--- src/rtl/i2c_master_lite.sv ---
// Single-transaction I2C master: one address/RW frame, one data word, STOP.
// Bus outputs are registered, so the waveform trails the slot counters by one clock.
module i2c_master_lite #(
  parameter int CLK_DIV = 4,
  parameter int ADDR_W  = 4,
  parameter int DATA_W  = 6
) (
  input  logic              clk,
  input  logic              rst,
  input  logic              start,
  input  logic              rw,
  input  logic [ADDR_W-1:0] addr,
  input  logic [DATA_W-1:0] wdata,
  output logic              busy,
  output logic              done,
  output logic              ack_err,
  output logic [DATA_W-1:0] rdata,
  output logic              scl,
  input  logic              sda_in,
  output logic              sda_out,
  output logic              sda_oe
);

  localparam logic [2:0] S_IDLE  = 3'd0;
  localparam logic [2:0] S_START = 3'd1;
  localparam logic [2:0] S_ADDR  = 3'd2;
  localparam logic [2:0] S_RW    = 3'd3;
  localparam logic [2:0] S_ACK1  = 3'd4;
  localparam logic [2:0] S_DATA  = 3'd5;
  localparam logic [2:0] S_ACK2  = 3'd6;
  localparam logic [2:0] S_STOP  = 3'd7;

  localparam int CW = $clog2(CLK_DIV);
  localparam int MW = (ADDR_W > DATA_W) ? ADDR_W : DATA_W;
  localparam int BW = $clog2(MW + 1);
  localparam logic [CW-1:0] C_LAST = CW'(CLK_DIV - 1);
  localparam logic [BW-1:0] A_LAST = BW'(ADDR_W - 1);
  localparam logic [BW-1:0] D_LAST = BW'(DATA_W - 1);

  logic [2:0]        state;
  logic [CW-1:0]     ccnt;
  logic [1:0]        qcnt;
  logic [BW-1:0]     bcnt;
  logic              rw_q;
  logic              samp;
  logic [ADDR_W-1:0] addr_sh;
  logic [DATA_W-1:0] data_sh;
  logic              q_end;
  logic              slot_end;
  logic              scl_c;
  logic              oe_c;

  assign sda_out  = 1'b0;
  assign q_end    = (ccnt == C_LAST);
  assign slot_end = q_end && (qcnt == 2'd3);

  // A 1 on the bus is always a release; only zeros are driven.
  always_comb begin
    scl_c = 1'b1;
    oe_c  = 1'b0;
    unique case (state)
      S_IDLE:  ;
      S_START: oe_c = qcnt[1];
      S_ADDR: begin
        scl_c = qcnt[1];
        oe_c  = ~addr_sh[ADDR_W-1];
      end
      S_RW: begin
        scl_c = qcnt[1];
        oe_c  = ~rw_q;
      end
      S_ACK1, S_ACK2: scl_c = qcnt[1];
      S_DATA: begin
        scl_c = qcnt[1];
        oe_c  = ~rw_q & ~data_sh[DATA_W-1];
      end
      S_STOP: begin
        scl_c = qcnt[1];
        oe_c  = (qcnt != 2'd3);
      end
      default: ;
    endcase
  end

  always_ff @(posedge clk or posedge rst) begin
    if (rst) begin
      state   <= S_IDLE;
      ccnt    <= '0;
      qcnt    <= '0;
      bcnt    <= '0;
      rw_q    <= 1'b0;
      samp    <= 1'b0;
      addr_sh <= '0;
      data_sh <= '0;
      busy    <= 1'b0;
      done    <= 1'b0;
      ack_err <= 1'b0;
      rdata   <= '0;
      scl     <= 1'b1;
      sda_oe  <= 1'b0;
    end else begin
      scl    <= scl_c;
      sda_oe <= oe_c;
      if (state == S_IDLE) begin
        done <= 1'b0;
        ccnt <= '0;
        qcnt <= '0;
        bcnt <= '0;
        if (start) begin
          state   <= S_START;
          busy    <= 1'b1;
          ack_err <= 1'b0;
          rw_q    <= rw;
          addr_sh <= addr;
          data_sh <= wdata;
        end
      end else begin
        ccnt <= q_end ? '0 : ccnt + 1'b1;
        if (q_end) qcnt <= qcnt + 1'b1;
        if (q_end && qcnt == 2'd2) samp <= sda_in;
        if (slot_end) begin
          unique case (state)
            S_START: state <= S_ADDR;
            S_ADDR: begin
              addr_sh <= addr_sh << 1;
              bcnt    <= bcnt + 1'b1;
              if (bcnt == A_LAST) begin
                bcnt  <= '0;
                state <= S_RW;
              end
            end
            S_RW: state <= S_ACK1;
            S_ACK1: begin
              if (samp) begin
                ack_err <= 1'b1;
                state   <= S_STOP;
              end else begin
                state <= S_DATA;
              end
            end
            // Reads shift bus samples in behind the outgoing write bits.
            S_DATA: begin
              data_sh <= {data_sh[DATA_W-2:0], samp};
              bcnt    <= bcnt + 1'b1;
              if (bcnt == D_LAST) begin
                bcnt  <= '0;
                state <= S_ACK2;
              end
            end
            S_ACK2: begin
              if (!rw_q && samp) ack_err <= 1'b1;
              state <= S_STOP;
            end
            S_STOP: begin
              state <= S_IDLE;
              busy  <= 1'b0;
              done  <= 1'b1;
              if (rw_q && !ack_err) rdata <= data_sh;
            end
            default: state <= S_IDLE;
          endcase
        end
      end
    end
  end

endmodule
--- config.mk ---
export PLATFORM = sky130hd
export DESIGN_NAME = i2c_master_lite
export DESIGN_NICKNAME = d
export VERILOG_FILES = /design/src/rtl/i2c_master_lite.sv
export SDC_FILE = /design/constraint.sdc
export NUM_CORES = 1
export LEC_CHECK = 0
export BUFFER_PORTS_ARGS = -buffer_cell sky130_fd_sc_hd__buf_2
export CAP_MARGIN = 20
export CORE_ASPECT_RATIO = 1.1
export CORE_MARGIN = 2
export CORE_UTILIZATION = 38
export DETAILED_ROUTE_END_ITERATION = 8
export GPL_TIMING_DRIVEN = 0
export SLEW_MARGIN = 20
export SYNTH_ARGS = -nofsm -noshare
export SYNTH_HDL_FRONTEND = slang
export SYNTH_SLANG_ARGS = --single-unit
--- constraint.sdc ---
create_clock -name clk -period 1.9 [get_ports clk]
set_clock_uncertainty 0.05 [all_clocks]
set_input_delay 0.19 -clock clk [delete_from_list [all_inputs] [get_ports clk]]
set_output_delay 0.19 -clock clk [all_outputs]
set_load 0.02 [all_outputs]
==> impl_metrics.yaml <==
outcome:
  status: "complete, no violations"
timing:
  fmax_mhz: 567
  period_share: 0.928
  tns_ns: 0
  hold_slack_ns: 0.0793
  finalSetupViolCount: 0
  rsz0062_at_grt: "no"
  worst_slack_ns: 0.137
  relSlewSlack: 0.546
  slew_viol_final: 0
  fin_crit_ns: 1.76
  tightest_slew_ns: 0.680
  hold_viol_final: 0
drt:
  viasPerCell: 5.03
  route.detailed.drc: 0
  ant_nets: 0
  firstDrtPassIters: 4
  drt_iter0_markers: 81
  drt-total-wl_um: 3480
  wire_per_inst_um: 13.3
  vias: 1318
power_and_ir_drop:
  p_sw_uw: 277
  p_leak_uw: 0.000974
  seqPwrFrac: 0.564
  pwr-share-comb: 0.030
  swShare: 0.222
  ir_drop_mv: 0.461
  pwr_density_cell_nw_per_um2: 619
  power_frac_clock: 0.406
  p_int_uw: 972
synthesis:
  synth_cells: 173
  synth_ff_type: "dfrtp_1"
  yosys-top-cells-area: "dfrtp_1 (46%), ha_1 (5.8%), mux2_2 (5.2%)"
  synth_top_family_by_area: "simple AND/OR/NAND/NOR gates"
  avgSynthCellArea_um2: 9.97
  synth_edf_count: 0
  yosysTopAreaCellShare: 0.464
  yosys.area_share.simple: 0.177
  synthArstFlopShare: 1.00
  syn_area_um2: 1720
  yosysWarnings: 0
  synth_cell_types: 44
  synth_xor_area_frac: 0.0102
  synthAdderAreaFrac: 0.0581
  synth_top_cell_by_area: "dfrtp_1"
  synth.area.mux_share: 0.0581
  seq_area_frac_synth: 0.480
  synth.net_count: 196
  synth_compound_area_frac: 0.155
  ys_seq_elements: 33
cells_and_area:
  n_fill_cell: 438
  fin_cells: 262
  seqCellArea_um2: 827
  final_common_cell: "dfrtp_1"
  final_cell_mix: "dfrtp_1 (32), buf_2 (29), nand2_1 (23)"
  layout-drive-gt1-share: 0.279
  n_antenna_cell: 0
  nets: 230
  post-route-util: 0.468
  multi_input_area_um2: 795
  area_growth_pct: 17.1
cts:
  cts_buffers: 5
  clk_latency_ns: 0.28
  cts_tree: "yes"
  cts_root_buf: "clkbuf_8"
  clkTransAtPathRegs_ns: 0.06
  clkSinkCount: 33
  cts_buffer_depth: 2
  htreeDepth: 2
critical_path:
  arrival_ns: 1.88
  path_buf_inv: 2
  r2r_start: "qcnt[1]"
  r2r_cells: 6
  r2r-end: "rdata[0]"
  max_stage_delay_ns: 0.41
  cpMaxStageDelayCell: "dfrtp_1"
  startpoint: "qcnt[1]"
  path_cells: "ha_1, buf_4, nand3_2, nor4b_4, buf_4, mux2_2"
  cp_num_cells: 6
  crit_path_max_fanout: 9
  path_class: "reg2reg"
  crit_end: "rdata[0]"
  cp_common_cell: "buf_4"
  r2r_slack_ns: 0.14
  cp-end-kind: "flip-flop"
  start_kind: "flip-flop"
  cp.required_ns: 2.02
  cp_top_family: "flip-flops"
grt:
  antenna_found_initial: 0
  grt_overflow: 0
  grt_max_degree: 34
  grt_use_total: 0.157
  grt_pass1_wl_um: 5930
  grt_pass1_vias: 1290
flow_run:
  drv_cap: 0
floorplan:
  coreArea_um2: 4320
  pin_count: 27
  initial_core_util: 0.399
  dieArea_um2: 5090
  die_w_um: 68.2
  fp-row-count: 25
  fp.dieH_um: 74.6
place:
  dp_slack_ns: -0.0519
  place_hpwl_um: 2520
  placed_cells: 252
  portBuffers: 25
  place_congestion: 0.830
worst_hold_path:
  hold_class: "in2reg"
  hold_start: "addr[0]"
==> synth_stat cells, types with 2 or more instances <==
| library cell | n |
|---|---|
| nor3_1 | 2 |
| xnor2_1 | 2 |
| and2_1 | 2 |
| a211oi_1 | 2 |
| a21oi_2 | 2 |
| o2bb2ai_1 | 2 |
| o21a_1 | 2 |
| nand4_1 | 2 |
| buf_2 | 4 |
| nor2_1 | 16 |
| a31oi_1 | 11 |
| a21oi_1 | 4 |
| ha_1 | 8 |
| inv_1 | 10 |
| mux2_2 | 8 |
| dfrtp_1 | 32 |
| nand3_1 | 4 |
| buf_4 | 3 |
| nand2b_1 | 4 |
| clkbuf_1 | 3 |
| nand2_1 | 23 |
| a21boi_0 | 2 |
| o21ai_0 | 4 |
==> flip-flops by register name, summed over array words and instances (netlist names), 2 cells and up <==
register	count
state	3
rdata	6
qcnt	2
data_sh	6
addr_sh	4
bcnt	3
ccnt	2
==> cell families after synthesis <==
group / count (synthesis)
DFF: 33
xor gates and xnor gates: 2
muxes: 9
adders and majority gates: 8
buffers and inverters: 21
other: 1
AOI/OAI and AO/OA: 38
and+or+nand+nor: 61
==> power groups by stage <==
stage | combinational [µW] | clock (µW) | sequential, µW
floorplan | 16.8 | 0 | 718
detailed placement | 37.2 | 0 | 718
global route | 43.5 | 551 | 705
finish | 37.3 | 507 | 705
global placement | 37.4 | 0 | 718
CTS | 38.8 | 524 | 705
==> worst min-delay path by stage <==
stage | cells after the start | to
CTS | 3 | addr_sh[0]
global route | 2 | samp
detailed placement | 2 | rdata[3]
floorplan | 1 | ack_err
finish | 3 | addr_sh[0]
global placement | 3 | addr_sh[0]
==> layout make-up <==
cell class / instances / area share
well taps: 54 / 0.0335
repair buffers: 27 / 0.0707
plain buffers: 11 / 0.0329
inverters: 10 / 0.0186
clock inverters: 2 / 0.00496
flip-flops and latches: 33 / 0.410
clock buffers: 6 / 0.0360
multi-input cells: 119 / 0.394
==> worst min-delay path, stage by stage <==
cell     delay, ns
buf_2         0.07
nand3_1       0.05
o21ai_0       0.06
==> what timing repair did <==
| action | in CTS | in global routing |
|---|---|---|
| setup buffers | 1 | 0 |
| endpoints found under the hold margin | 32 | 0 |
| pin swaps | 1 | 0 |
| gates resized for setup | 0 | 2 |
| endpoints found under the setup margin | 6 | 5 |
| hold buffers | 1 | 0 |
==> routing by layer <==
metal | global-route usage | wire (µm) | vias up
li1 | - | - | 664
met5 | 0 | 0 | -
met4 | 0.0600 | 49 | 0
met2 | 0.242 | 1650 | 18
met1 | 0.216 | 1670 | 630
met3 | 0.0374 | 110 | 6
==> per-stage QoR <==
stage | cell area [µm²] | total power, µW
6_report | 2020 | 1250
4_1_cts | 2020 | 1270
3_5_place_dp | 1920 | 756
5_1_grt | 2020 | 1300
2_1_floorplan | 1720 | 734
3_3_place_gp | 1920 | 756
No activity file was read; power rests on OpenSTA's default activity.
